===== src/rtl/layer_deserializer_pkg.sv =====
// Shared types and helpers for the layer stream deserializer.
// Frame state and a counter-width helper that tolerates a zero limit.
package layer_deserializer_pkg;

    typedef enum logic {
        ST_IDLE,
        ST_COLLECT
    } state_e;

    // Bits needed to hold 0..n inclusive; never returns 0.
    function automatic int unsigned ctr_width(int unsigned n);
        return (n > 0) ? $clog2(n + 1) : 1;
    endfunction

endpackage


===== src/rtl/layer_deserializer_gap_timer.sv =====
// Saturating idle counter: counts enabled cycles up to LIMIT, clear wins.
// expired_o is a registered flag, high while the count sits at LIMIT.
module gap_timer
    import layer_deserializer_pkg::*;
#(
    parameter int unsigned LIMIT = 64
) (
    input  logic clk,
    input  logic rst_n,
    input  logic enable_i,
    input  logic clear_i,
    output logic expired_o
);

    localparam int unsigned TW = ctr_width(LIMIT);
    localparam logic [TW-1:0] LIM = TW'(LIMIT);

    logic [TW-1:0] count_q, count_d;
    logic          expired_q, expired_d;

    // LIMIT == 0 means disabled: the counter never moves and never expires.
    always_comb begin
        count_d = count_q;
        if (clear_i)
            count_d = '0;
        else if (enable_i && (LIMIT != 0) && (count_q != LIM))
            count_d = count_q + 1'b1;
        expired_d = (LIMIT != 0) && (count_d == LIM);
    end

    always_ff @(posedge clk or negedge rst_n) begin
        if (!rst_n) begin
            count_q   <= '0;
            expired_q <= 1'b0;
        end else begin
            count_q   <= count_d;
            expired_q <= expired_d;
        end
    end

    assign expired_o = expired_q;

endmodule


===== src/rtl/layer_deserializer.sv =====
// Collects NEURON_NUM serial samples into a double-buffered parallel frame,
// pulsing out_valid on completion and frame_err when a stalled partial frame is dropped.
module layer_deserializer
    import layer_deserializer_pkg::*;
#(
    parameter int unsigned NEURON_NUM = 10,
    parameter int unsigned DATA_WIDTH = 16,
    parameter int unsigned TIMEOUT    = 64
) (
    input  logic                             clk,
    input  logic                             rst_n,
    input  logic [DATA_WIDTH-1:0]            in_data,
    input  logic                             in_valid,
    output logic [NEURON_NUM*DATA_WIDTH-1:0] out_data,
    output logic                             out_valid,
    output logic                             frame_err,
    output logic                             busy
);

    localparam int unsigned CW = ctr_width(NEURON_NUM);
    localparam logic [CW-1:0] LAST = CW'(NEURON_NUM - 1);

    state_e                           state_q, state_d;
    logic [CW-1:0]                    cnt_q, cnt_d;
    logic [NEURON_NUM*DATA_WIDTH-1:0] out_q, out_d;
    logic                             ov_q, ov_d;
    logic                             fe_q, fe_d;
    logic [DATA_WIDTH-1:0]            asm_q [NEURON_NUM];
    logic                             gap_expired;
    logic                             timeout;

    assign busy    = (state_q == ST_COLLECT);
    assign timeout = busy && !in_valid && gap_expired;

    gap_timer #(
        .LIMIT(TIMEOUT)
    ) u_gap_timer (
        .clk      (clk),
        .rst_n    (rst_n),
        .enable_i (busy && !in_valid),
        .clear_i  (in_valid || !busy),
        .expired_o(gap_expired)
    );

    // A sample always wins over a timeout landing in the same cycle.
    always_comb begin
        cnt_d = cnt_q;
        out_d = out_q;
        ov_d  = 1'b0;
        fe_d  = 1'b0;
        if (in_valid) begin
            if (cnt_q == LAST) begin
                cnt_d = '0;
                ov_d  = 1'b1;
                for (int k = 0; k < NEURON_NUM; k++)
                    out_d[k*DATA_WIDTH +: DATA_WIDTH] =
                        (k == NEURON_NUM - 1) ? in_data : asm_q[k];
            end else begin
                cnt_d = cnt_q + 1'b1;
            end
        end else if (timeout) begin
            cnt_d = '0;
            fe_d  = 1'b1;
        end
        state_d = (cnt_d != '0) ? ST_COLLECT : ST_IDLE;
    end

    always_ff @(posedge clk or negedge rst_n) begin
        if (!rst_n) begin
            state_q <= ST_IDLE;
            cnt_q   <= '0;
            out_q   <= '0;
            ov_q    <= 1'b0;
            fe_q    <= 1'b0;
        end else begin
            state_q <= state_d;
            cnt_q   <= cnt_d;
            out_q   <= out_d;
            ov_q    <= ov_d;
            fe_q    <= fe_d;
        end
    end

    // Assembly slots are always written before they are read, so no reset.
    always_ff @(posedge clk) begin
        for (int k = 0; k < NEURON_NUM; k++)
            if (in_valid && (cnt_q == CW'(k)))
                asm_q[k] <= in_data;
    end

    assign out_data  = out_q;
    assign out_valid = ov_q;
    assign frame_err = fe_q;

endmodule


===== config.mk =====
export PLATFORM = sky130hd
export DESIGN_NAME = layer_deserializer
export DESIGN_NICKNAME = d
export VERILOG_FILES = /design/src/rtl/layer_deserializer_pkg.sv /design/src/rtl/layer_deserializer_gap_timer.sv /design/src/rtl/layer_deserializer.sv
export SDC_FILE = /design/constraint.sdc
export NUM_CORES = 1
export LEC_CHECK = 0
export BUFFER_PORTS_ARGS = -buffer_cell sky130_fd_sc_hd__buf_2
export CAP_MARGIN = 20
export CORE_AREA = 3 3 175 177
export CTS_CLUSTER_SIZE = 16
export DETAILED_ROUTE_END_ITERATION = 10
export DIE_AREA = 0 0 178 180
export SYNTH_ARGS = -nofsm -noshare
export SYNTH_HDL_FRONTEND = slang
export SYNTH_SLANG_ARGS = --single-unit

===== constraint.sdc =====
create_clock -name clk -period 2.15 [get_ports clk]
set_input_delay 0.3225 -clock clk [delete_from_list [all_inputs] [get_ports clk]]
set_output_delay 0.3225 -clock clk [all_outputs]
set_load 0.1 [all_outputs]

==> flow_metrics.env <==
export IMPL_grt_pass1_vias=5986
export IMPL_hp_class="primary input to register"
export IMPL_fmax_ghz=0.555
export IMPL_clock_sinks=319
export IMPL_via_per_inst=4.69
export IMPL_ys_flop_type="dfrtp_1"
export IMPL_status="finished clean"
export IMPL_worstSetupPathDepth=5
export IMPL_syn_area_sq_mm=0.0116
export IMPL_slew_viol_final=0
export IMPL_fin_nets=829
export IMPL_max_slew_worst_pin_slew_ns=0.575
export IMPL_synth_area_leaders="dfrtp_1, edfxtp_1, mux2_4"
export IMPL_cp_max_fo=28
export IMPL_synth_top_cell_by_area="dfrtp_1"
export IMPL_grt_setup_unrepaired="no"
export IMPL_vias=5735
export IMPL_skew_ns=0.0119
export IMPL_synth_warnings=0
export IMPL_port_buffers=181
export IMPL_post_cts_buffers=0
export IMPL_slowest_delay_ns=0.56
export IMPL_core_region_area_sq_mm=0.0294
export IMPL_clkSlewWorstSetupHoldPaths_ns=0.06
export IMPL_finalCriticalPeriod_ns=1.80
export IMPL_route_detailed_drc=0
export IMPL_cp_start_kind="register"
export IMPL_path_buf_inv=2
export IMPL_die_w_um=178
export IMPL_syn_nets=605
export IMPL_async_flop_share=0.549
export IMPL_die_height_um=180
export IMPL_syn_area_per_cell_sq_um=19.9
export IMPL_die_area_sq_mm=0.0320
export IMPL_critPathTopFamily="flip-flops"
export IMPL_tritoncts="yes"
export IMPL_htree_levels=2
export IMPL_synth_common_cells="dfrtp_1, edfxtp_1, mux2_4"
export IMPL_cts_resized=0
export IMPL_antenna_cells_inserted=0
export IMPL_reg2reg_slack_ns=0.35
export IMPL_yosysSeqAreaShare=0.749
export IMPL_cts_buffer_depth=3
export IMPL_wire_per_inst_um=20.3
export IMPL_path_class="register to register"
export IMPL_crit_path_cell_trace="nand2b_4 -> nor2_8 -> buf_12 -> buf_12 -> mux2_4"
export IMPL_yosysTopAreaCellShare=0.377
export IMPL_holdPathStages=1
export IMPL_worstPathRequired_ns=2.53
export IMPL_gr_total_overflow=0
export IMPL_slew_headroom=0.617
export IMPL_ctsHoldBuffers=1
export IMPL_routabilityCongestion=0.740
export IMPL_max_cap_violations=0
export IMPL_start_util=0.395
export IMPL_synthDistinctLibCells=34
export IMPL_wl_um=24800
export IMPL_final_util=0.484
export IMPL_yosysMostFrequentCell="dfrtp_1"
export IMPL_n_fill_cell=2541
export IMPL_first_pass_iters=4
export IMPL_synth_seq_cells=319
export IMPL_place_hpwl_um=16000
export IMPL_ctsRootBufferMaster="clkbuf_16"
export IMPL_area_delta_synth_final_pct=22.3
export IMPL_drive_above_1_share=0.520
export IMPL_first_iter_violations=237
export IMPL_track_usage=0.157
export IMPL_postRouteAntennaNets=0
export IMPL_ff2ff_path_depth=5
export IMPL_finalSetupViolations=0
export IMPL_worst_path_most_repeated_cell="buf_12"
export IMPL_period_share=0.838
export IMPL_insertion_delay_ns=0.50
export IMPL_end_kind="register"
export IMPL_hold_viol=0
export IMPL_cts_inserted_buffers=35
export IMPL_critical_path_slowest_cell="dfrtp_1"
export IMPL_grt_pass1_wl_um=37800
export IMPL_synth_edf_count=144
export IMPL_num_io_pins=182
export IMPL_postSynthCellCount=584
export IMPL_row_count=63
export IMPL_grt_max_degree=64
export IMPL_arrival_ns=2.18
export IMPL_grt_antenna_before_repair=0
flip-flops by register name, summed over array words and instances, names as in the netlist:
name,count
u_gap_timer.count_q,7
frame_err,1
out_data,160
cnt_q,4
asm_q,144
out_valid,1
busy,1
u_gap_timer.expired_o,1
metal layers:
| metal | share of wire | global-route usage |
|---|---|---|
| met3 | 0.061 | 0.0401 |
| met4 | 0.014 | 0.0346 |
| met1 | 0.45 | 0.220 |
| met2 | 0.47 | 0.248 |
| met5 | 0 | 0 |
cells in the final DEF (no fill, tap or decap), types with 2 or more instances in the layout:
master / Yosys / final
mux2i_1: 2 / 2
nand4_1: 3 / 3
clkbuf_16: 0 / 35
mux2_2: 72 / 72
xor2_1: 2 / 2
clkbuf_8: 0 / 9
nand2b_1: 3 / 3
buf_12: 10 / 11
mux2_4: 89 / 89
clkbuf_1: 2 / 11
inv_1: 5 / 5
nor2_1: 18 / 12
clkinv_2: 0 / 4
dfrtp_1: 175 / 175
nand3_1: 5 / 5
nor2_2: 0 / 5
edfxtp_1: 144 / 144
buf_2: 4 / 180
nor3_2: 0 / 3
o21ai_0: 4 / 4
and3_1: 2 / 2
ha_1: 2 / 2
nor2b_1: 3 / 3
clkinvlp_4: 0 / 2
a21oi_1: 5 / 5
buf_4: 7 / 17
nand2_1: 7 / 7
xnor2_1: 5 / 5
area by class of cell:
| type | instances | area, sq um | share of cell area |
|---|---|---|---|
| clock inverter | 8 | 47.5 | 0.00334 |
| timing repair buffer | 210 | 1270 | 0.0895 |
| tap | 390 | 488 | 0.0343 |
| inverter | 6 | 22.5 | 0.00158 |
| clock buffer | 54 | 1030 | 0.0723 |
| sequential | 319 | 8700 | 0.612 |
| multi-input combinational | 236 | 2660 | 0.187 |
logic make-up after synthesis:
| family | share of synthesized area |
|---|---|
| mux | 0.186 |
| xor+xnor | 0.00527 |
| simple gates | 0.0237 |
| flops | 0.749 |
| compound gates | 0.00710 |
| fa+ha+maj | 0.00301 |
| buf+inv | 0.0260 |
path summary, 6_finish.rpt:
kind                            endpoint        start
setup reg to reg            out_data[57]     cnt_q[0]
setup / recovery            out_data[57]     cnt_q[0]
hold / removal              asm_q[1][15]  in_data[15]
max in group asynchronous  out_data[146]        rst_n
hold reg to reg              out_data[4]  asm_q[0][4]
min in group asynchronous  out_data[119]        rst_n
stage by stage:
step	cells	setup slack (ns)	hold WS, ns	TNS [ns]	instance area (sq um)
floorplan	584	-0.104	0.0269	-3.99	11600
global placement	1160	0.364	0.372	0	13100
detailed placement	1160	0.337	0.369	0	13100
CTS	1223	0.354	0.152	0	14200
global route	1223	0.265	0.160	0	14200
finish	1223	0.348	0.168	0	14200
worst reg2reg max path, stage by stage, from the launching register on:
cell,delay (ns)
dfrtp_1,0.56
nand2b_4,0.14
nor2_8,0.18
buf_12,0.24
buf_12,0.24
mux2_4,0.32
Power is not shown: default switching activity piles up to over one toggle a cycle in this logic, so the estimate is an artifact.
